[config.mk]
export PLATFORM = sky130hd
export DESIGN_NAME = stack_unit_flat
export DESIGN_NICKNAME = d
export VERILOG_FILES = /design/src/rtl/stack_unit_if.sv /design/src/rtl/stack_unit.sv /design/src/flat_wrapper.sv
export SDC_FILE = /design/constraint.sdc
export NUM_CORES = 1
export LEC_CHECK = 0
export BUFFER_PORTS_ARGS = -buffer_cell sky130_fd_sc_hd__buf_2
export CAP_MARGIN = 10
export CELL_PAD_IN_SITES_DETAIL_PLACEMENT = 1
export CELL_PAD_IN_SITES_GLOBAL_PLACEMENT = 1
export CORE_ASPECT_RATIO = 1.75
export CORE_MARGIN = 2
export CORE_UTILIZATION = 30
export CTS_CLUSTER_SIZE = 10
export DETAILED_ROUTE_END_ITERATION = 6
export GPL_TIMING_DRIVEN = 0
export HOLD_SLACK_MARGIN = 0.08
export PLACE_DENSITY = 0.57
export RECOVER_POWER = 100
export SLEW_MARGIN = 0
export SYNTH_ARGS = -nofsm -noshare
export SYNTH_HDL_FRONTEND = slang
export SYNTH_SLANG_ARGS = --single-unit
[constraint.sdc]
create_clock -name clk -period 3.5 [get_ports clk]
set_input_delay 0.525 -clock clk [delete_from_list [all_inputs] [get_ports clk]]
set_output_delay 0.525 -clock clk [all_outputs]
set_load 0.01 [all_outputs]
[src/rtl/stack_unit_if.sv]
// ============================================================================
// Module   : stack_unit_if
// Brief    : Command and status bundle for the LIFO stack unit.
// Revision : 1.0
// ============================================================================
`default_nettype none

interface stack_unit_if #(
    parameter int WIDTH = 8,
    parameter int PTRW  = 5
);
    logic             push;
    logic             pop;
    logic             tos;
    logic             err_clr;
    logic [WIDTH-1:0] din;
    logic [WIDTH-1:0] dout;
    logic             dout_valid;
    logic             zero;
    logic             empty;
    logic             full;
    logic [PTRW:0]    count;
    logic             overflow;
    logic             underflow;

    modport master (
        output push, pop, tos, err_clr, din,
        input  dout, dout_valid, zero, empty, full, count, overflow, underflow
    );

    modport slave (
        input  push, pop, tos, err_clr, din,
        output dout, dout_valid, zero, empty, full, count, overflow, underflow
    );
endinterface

`default_nettype wire

[src/rtl/stack_unit.sv]
// ============================================================================
// Module   : stack_unit
// Brief    : LIFO stack with push/pop/replace/peek, registered read data and
//            sticky overflow/underflow flags.
// Revision : 1.0
// ============================================================================
`default_nettype none

module stack_unit #(
    parameter int WIDTH = 8,
    parameter int DEPTH = 32,
    parameter int PTRW  = $clog2(DEPTH)
) (
    input  wire logic       clk,
    input  wire logic       rst,
    stack_unit_if.slave     bus
);
    localparam logic [PTRW:0]   C_FULL    = (PTRW+1)'(DEPTH);
    localparam logic [PTRW:0]   C_CNT_ONE = (PTRW+1)'(1);
    localparam logic [PTRW-1:0] C_PTR_ONE = PTRW'(1);

    logic [WIDTH-1:0] mem [DEPTH];

    logic [PTRW:0]    count_q, count_d;
    logic [WIDTH-1:0] dout_q, dout_d;
    logic             dout_valid_q, dout_valid_d;
    logic             overflow_q, overflow_d;
    logic             underflow_q, underflow_d;

    logic             w_empty;
    logic             w_full;
    logic [PTRW-1:0]  w_top;
    logic             w_we;
    logic [PTRW-1:0]  w_waddr;

    assign w_empty = (count_q == '0);
    assign w_full  = (count_q == C_FULL);
    // Wraps to DEPTH-1 when full, since count_q[PTRW-1:0] is then zero.
    assign w_top   = count_q[PTRW-1:0] - C_PTR_ONE;

    always_comb begin
        count_d      = count_q;
        dout_d       = dout_q;
        dout_valid_d = 1'b0;
        overflow_d   = bus.err_clr ? 1'b0 : overflow_q;
        underflow_d  = bus.err_clr ? 1'b0 : underflow_q;
        w_we         = 1'b0;
        w_waddr      = count_q[PTRW-1:0];

        if (bus.push && bus.pop) begin
            if (!w_empty) begin
                dout_d       = mem[w_top];
                dout_valid_d = 1'b1;
                w_we         = 1'b1;
                w_waddr      = w_top;
            end else begin
                // Empty replace degrades to a plain push plus an underflow.
                w_we        = 1'b1;
                count_d     = count_q + C_CNT_ONE;
                underflow_d = 1'b1;
            end
        end else if (bus.push) begin
            if (w_full) begin
                overflow_d = 1'b1;
            end else begin
                w_we    = 1'b1;
                count_d = count_q + C_CNT_ONE;
            end
        end else if (bus.pop) begin
            if (w_empty) begin
                underflow_d = 1'b1;
            end else begin
                dout_d       = mem[w_top];
                dout_valid_d = 1'b1;
                count_d      = count_q - C_CNT_ONE;
            end
        end else if (bus.tos) begin
            if (!w_empty) begin
                dout_d       = mem[w_top];
                dout_valid_d = 1'b1;
            end
        end
    end

    always_ff @(posedge clk) begin
        if (rst) begin
            count_q      <= '0;
            dout_q       <= '0;
            dout_valid_q <= 1'b0;
            overflow_q   <= 1'b0;
            underflow_q  <= 1'b0;
        end else begin
            count_q      <= count_d;
            dout_q       <= dout_d;
            dout_valid_q <= dout_valid_d;
            overflow_q   <= overflow_d;
            underflow_q  <= underflow_d;
        end
    end

    // Array is not reset; stale entries stay hidden behind count_q.
    always_ff @(posedge clk) begin
        if (w_we && !rst) begin
            mem[w_waddr] <= bus.din;
        end
    end

    assign bus.dout       = dout_q;
    assign bus.dout_valid = dout_valid_q;
    assign bus.zero       = dout_valid_q && (dout_q == '0);
    assign bus.empty      = w_empty;
    assign bus.full       = w_full;
    assign bus.count      = count_q;
    assign bus.overflow   = overflow_q;
    assign bus.underflow  = underflow_q;

endmodule

`default_nettype wire

[src/flat_wrapper.sv]
// flat-port wrapper written by rule: the top's interface ports become plain ports
module stack_unit_flat 
#(
    parameter int WIDTH = 8,
    parameter int DEPTH = 32,
    parameter int PTRW  = $clog2(DEPTH)
)
  (clk, rst, bus_push, bus_pop, bus_tos, bus_err_clr, bus_din, bus_dout, bus_dout_valid, bus_zero, bus_empty, bus_full, bus_count, bus_overflow, bus_underflow);
  stack_unit_if #(.WIDTH(WIDTH), .PTRW(PTRW)) bus_i ();
  input  wire logic clk;
  input  wire logic rst;
  input wire logic [$bits(bus_i.push)-1:0] bus_push;
  input wire logic [$bits(bus_i.pop)-1:0] bus_pop;
  input wire logic [$bits(bus_i.tos)-1:0] bus_tos;
  input wire logic [$bits(bus_i.err_clr)-1:0] bus_err_clr;
  input wire logic [$bits(bus_i.din)-1:0] bus_din;
  output wire logic [$bits(bus_i.dout)-1:0] bus_dout;
  output wire logic [$bits(bus_i.dout_valid)-1:0] bus_dout_valid;
  output wire logic [$bits(bus_i.zero)-1:0] bus_zero;
  output wire logic [$bits(bus_i.empty)-1:0] bus_empty;
  output wire logic [$bits(bus_i.full)-1:0] bus_full;
  output wire logic [$bits(bus_i.count)-1:0] bus_count;
  output wire logic [$bits(bus_i.overflow)-1:0] bus_overflow;
  output wire logic [$bits(bus_i.underflow)-1:0] bus_underflow;
  assign bus_i.push = bus_push;
  assign bus_i.pop = bus_pop;
  assign bus_i.tos = bus_tos;
  assign bus_i.err_clr = bus_err_clr;
  assign bus_i.din = bus_din;
  assign bus_dout = bus_i.dout;
  assign bus_dout_valid = bus_i.dout_valid;
  assign bus_zero = bus_i.zero;
  assign bus_empty = bus_i.empty;
  assign bus_full = bus_i.full;
  assign bus_count = bus_i.count;
  assign bus_overflow = bus_i.overflow;
  assign bus_underflow = bus_i.underflow;
  stack_unit #(.WIDTH(WIDTH), .DEPTH(DEPTH), .PTRW(PTRW)) u_core (.clk(clk), .rst(rst), .bus(bus_i));
endmodule
## Word level (Yosys, flattened, before mapping)

Memories as Yosys holds them, arrays and structs flattened.
Index checks and enable logic that the tools add are counted.
W data, S select, Z words.

| storage, ports and cells | value |
|---|---|
| memories kept | 1 |
| latch bits | 0 |
| input bits | 14 |
| memory bits (writable) | 256 |
| register bits | 17 |
| ROM bits | 0 |

Memories:

| name | words | bits a word | read ports | clocked after memory_dff | wr ports | RTL line | RTL |
|---|---|---|---|---|---|---|---|
| u_core.mem | 32 | 8 | 1 | 0 | 1 | stack_unit.sv:22 | `logic [WIDTH-1:0] mem [DEPTH];` |

| cells by class | value |
|---|---|
| bitwise logic cells | 0 |
| reductions and logical operators | 10 |
| $add $sub $neg | 3 |
| multiply operators | 0 |
| divide/modulo/power cells | 0 |
| shifts and indexed selects | 0 |
| multiplexer cells | 32 |
| eq/ne operators | 5 |
| $lt $le $gt $ge | 0 |

Operators with widths:

| kind | number |
|---|---|
| $mux W8 | 5 |
| $mux W6 | 6 |
| $mux W1 | 19 |
| $mux W5 | 2 |
| $logic_not A8 Y1 | 1 |
| $add A6 B1 Y6 const B | 1 |
| $eq A6 B6 Y1 const B | 1 |
| $logic_not A6 Y1 | 1 |
| $ne A3 B2 Y1 const B | 2 |
| $reduce_bool A3 Y1 | 2 |
| $sub A6 B1 Y6 const B | 1 |
| $sub A5 B1 Y5 const B | 1 |
| $reduce_and A4 Y1 | 1 |
| $logic_and A1 B1 Y1 | 3 |
| $ne A2 B1 Y1 const B | 1 |
| $ne A2 B2 Y1 const B | 1 |
| $reduce_and A2 Y1 | 1 |
| $logic_not A1 Y1 | 1 |

## Logic depth before layout (Yosys ltp)

| depth | value |
|---|---|
| word-level depth | 7 |
| depth in mapped cells | 11 |
| depth with buffers taken out | 7 |

## Least setup slack after synthesis

OpenSTA, ideal clock, no wires.

| path | value |
|---|---|
| path kind | register to register |
| from | register u_core.count_q[0] (netlist: u_core.bus.count[0]) |
| to | memory u_core.mem[12][0] (enable) |
| stages on the path, launching flop included | 11 |
| path buffers | 5 |
| required time | 3.105 ns |
| arrival | 3.545 ns |
| setup slack | -0.439 ns |
| cells stage by stage | dfxtp_1 > buf_2 > buf_1 > inv_1 > ha_1 > buf_2 > buf_4 > clkbuf_1 > inv_1 > o41a_1 > nor4_1 |

| between the ends | value |
|---|---|
| cells in the longest elaborated chain, start to end | 7 |
| elaborated cells between the ends (all ways) | 11 |

RTL lines:

| item | RTL line | RTL |
|---|---|---|
| start, declared | stack_unit.sv:24 | `logic [PTRW:0] count_q, count_d;` |
| start signal, assigned | stack_unit.sv:93 | `count_q <= count_d;` |
| $eq A6 B6 Y1 | stack_unit.sv:37 | `assign w_full = (count_q == C_FULL);` |
| $mux W1 | stack_unit.sv:63 | `if (w_full) begin` |
| $mux W1 | stack_unit.sv:62 | `end else if (bus.push) begin` |
| $mux W1 | stack_unit.sv:50 | `if (bus.push && bus.pop) begin` |
| $logic_and A1 B1 Y1 | stack_unit.sv:103 | `if (w_we && !rst) begin` |
| $mux W1 | stack_unit.sv:103 |  |
| $mux W1 (not written as such) | stack_unit.sv:104 | `mem[w_waddr] <= bus.din;` |
| end, declared | stack_unit.sv:22 |  |

Parallel ways exist; a longest one is shown, timed or not.

## Final worst setup path

| path | value |
|---|---|
| from | register u_core.count_q[0] (netlist: u_core.bus.count[0]) |
| to | memory u_core.mem[28][3] (enable) |

The elaborated chain is that of the path after synthesis.

==> impl_metrics.py <==
metrics = {
    "cts": {
        "ctsHoldBuffers": 0,
        "cts_tree": "yes",
        "cts.path.max_buffers": 3,
        "cts_made_buffers": 31,
        "cts.sinks": 273,
        "cts_max_level": 1,
        "clock_latency_ns": 0.56,
        "cts_root_buf": "clkbuf_16",
        "clk_pin_slew_worst_paths_ns": 0.06,
    },
    "final_layout": {
        "most-common-layout-cells": "edfxtp_1 (256), mux4_2 (64), clkbuf_1 (59), clkbuf_16 (31), nor4_1 (26)",
        "area_delta_synth_final_pct": 19.62,
        "post-route-cell-area_um2": 13450,
        "stdcell_count": 1177,
        "final_common_cell": "edfxtp_1",
        "fill_cells": 3630,
        "antenna_cells": 0,
        "nNetsFinal": 695,
        "final_layout_size_suffix_gt1_share_pct": 32.05,
    },
    "power": {
        "p_total_mw": 12.21,
        "power.leakage_nw": 4.212,
        "clock_power_share_pct": 23.6,
        "p_comb_share_pct": 44.9,
        "power.share.switching_pct": 37.61,
        "p_per_area_nw_per_um2": 907.4,
        "power.internal_mw": 7.615,
        "irDropWorstVdd_mv": 0.3926,
        "seqPwrFrac_pct": 31.5,
        "switchingPower_mw": 4.591,
    },
    "worst_setup_path": {
        "startpoint_type": "flop",
        "worstReg2RegEnd": "u_core.mem[28][3]",
        "worst-setup-path-type": "reg2reg",
        "crit_end": "u_core.mem[28][3]",
        "cp.required_ns": 3.73,
        "cp.arrival_ns": 3.61,
        "cp-end-kind": "flop",
        "startpoint": "u_core.bus.count[0]",
        "rrSetupSlack_ns": 0.13,
        "crit_fanout": 10,
        "ff2ff_path_depth": 11,
        "r2r_start": "u_core.bus.count[0]",
    },
    "logic_synthesis": {
        "syn_avg_cell_area_um2": 19.39,
        "mappedNetlistArea_um2": 11240,
        "ys_types": 48,
        "synth_fp_nets": 597,
        "synth-seq-area-share_pct": 71.39,
        "synth_compound_area_share_pct": 3.372,
        "synth_top_family_by_area": "multiplexers",
        "synthAdderAreaFrac_pct": 0.3338,
        "synth_ff_type": "edfxtp_1",
        "synth_xor_area_share_pct": 0.4673,
        "async_flop_share_pct": 0,
        "ys_warn_count": 0,
        "netlist.area_leader.share_pct": 68.37,
        "yosys.area_share.simple_pct": 4.818,
        "synth_edf_count": 256,
        "postSynthCellCount": 580,
        "synth_area_leader_cell": "edfxtp_1",
        "ys_ff_latch": 273,
        "synthMuxAreaShare_pct": 17.36,
        "synth_area_leaders": "edfxtp_1 (68%), mux4_2 (13%), dfxtp_1 (3.0%)",
    },
    "placed_design": {
        "placed_cell_area_um2": 12300,
        "hpwl_um": 20810,
        "gp_congestion": 0.9334,
        "pre_cts_slack_ns": -1.314,
        "placed_cells": 1105,
        "io_buffers": 31,
    },
    "timing": {
        "finalCriticalPeriod_ns": 3.374,
        "skew_ns": 0.01752,
        "slew_violations": 198,
        "hold_viol_final": 0,
        "setup_ws_ns": 0.1260,
        "worst_pin_slew_ns": 1.627,
        "hold_ws_ns": 0.2658,
        "setup-violations-final": 0,
        "rsz0062_at_grt": "no",
        "maxClockFrequency_ghz": 0.2964,
        "fin_crit_sh_pct": 96.40,
        "slew_headroom_pct": -8.458,
    },
    "detailed_routing": {
        "wl_um": 29870,
        "vias": 6028,
        "drt_iter0_drc": 375,
        "ant_nets": 0,
        "drc": 0,
        "avgViaCountPerCell": 5.121,
        "dr.pass1.iters": 4,
        "wl_per_cell_um": 25.38,
    },
    "die": {
        "dieArea_um2": 39110,
        "dieWidth_um": 150.4,
        "ios": 34,
        "die_h_um": 260.1,
        "placeableCoreArea_um2": 36890,
        "initial_core_util_pct": 30.48,
        "fp-row-count": 93,
    },
    "worst_hold_path": {
        "hp-start": "bus_err_clr",
        "hold_class": "in2reg",
    },
    "global_route": {
        "grt_pass1_wl_um": 44330,
        "grt.overflow.total": 0,
        "grt_usage_pct": 15.68,
        "grt_pass1_vias": 6690,
        "grt_antenna_before_repair": 0,
        "grt_max_degree": 33,
    },
    "run_status": {
        "status": "finished, violations left",
        "violations": "capacitance limit, slew limit",
    },
    "run": {
        "cap_viol_max_count": 8,
    },
}
## registers in the layout, indices dropped and copies added, names as in the netlist
register	count
u_core.bus.underflow	1
u_core.bus.dout_valid	1
u_core.mem	256
u_core.bus.count	6
u_core.bus.overflow	1
u_core.bus.dout	8
## through the flow
stage	TNS, ns	util, %
6_report	0	36.46
5_1_grt	0	36.46
4_1_cts	0	36.68
3_5_place_dp	-215.26	33.35
3_3_place_gp	-289.92	32.67
2_1_floorplan	-2.561	-
## power groups by stage
stage	clock, mW	sequential, mW	combinational [mW]
after floorplan	0	3.90	3.44
after global placement	0	3.90	5.02
after detailed placement	0	3.91	5.26
after CTS	2.95	3.84	5.54
after global routing	3.06	3.86	5.78
final	2.88	3.85	5.47
## kinds of logic (layout without fill, tap and decap cells)
| group | count (synthesis) | after routing |
|---|---|---|
| buf+inv | 50 | 172 |
| compound gates | 48 | 48 |
| simple gates | 90 | 90 |
| fa+ha+maj | 3 | 3 |
| flops | 273 | 273 |
| mux | 110 | 110 |
| xor+xnor | 6 | 6 |
## worst max-delay path, cell delays in order, from the launching register on
cell      delay [ns]
dfxtp_1         0.38
buf_6           0.19
buf_6           0.19
inv_1           0.13
ha_1            0.29
buf_2           0.23
buf_6           0.21
clkbuf_8        0.21
inv_1           0.09
o41a_4          0.61
nor4_4          0.22
buf_2           0.29
## repair_timing
item / 4_1_cts / 5_1_grt
gates resized for setup: 35 / 15
setup endpoints to repair: 264 / 126
buffers inserted: 9 / 5
pin swaps: 9 / 0
## synthesized netlist by cell type (4+ instances only)
cell       count
buf_4          7
dfxtp_1       17
clkbuf_1      16
a2111oi_1      4
mux2i_1       19
o21ai_0       11
inv_1          8
nand2_1        4
buf_2         14
a21oi_1       12
mux2_2        24
edfxtp_1     256
nand3_1        5
nor3_1        12
nor4_1        43
a2111oi_2      4
mux4_2        64
nor2_1         7
## layout make-up
class                   count  area, um2  share of cell area (%)
clock buffers              55      875.8                   6.512
clock inverters             2      8.758                 0.06512
flip-flops and latches    273       8028                   59.68
multi-input cells         257       3228                   24.00
inverters                   8      30.03                  0.2233
well taps                 475      594.3                   4.419
plain buffers              42      261.5                   1.944
repair buffers             65      424.2                   3.153
## metal layers
metal  track usage (%)  vias to the layer above  wire, um  share of wire [%]
met1             17.04                     3205     10740                 36
met2             30.19                      143     17140                 57
met4             6.551                        0      1069                3.6
met5                 0                        -         0                  0
li1                  -                     2627         -                  -
met3             1.719                       53       919                3.1
## worst min path at each step
stage	to	slack [ns]	depth (start not counted)
after global routing	u_core.bus.overflow	0.29	3
after global placement	u_core.bus.overflow	0.46	2
after detailed placement	u_core.bus.overflow	0.48	2
after CTS	u_core.bus.overflow	0.25	3
after floorplan	u_core.bus.overflow	0.49	2
final	u_core.bus.overflow	0.27	3
(Power assumes the default switching activity.)
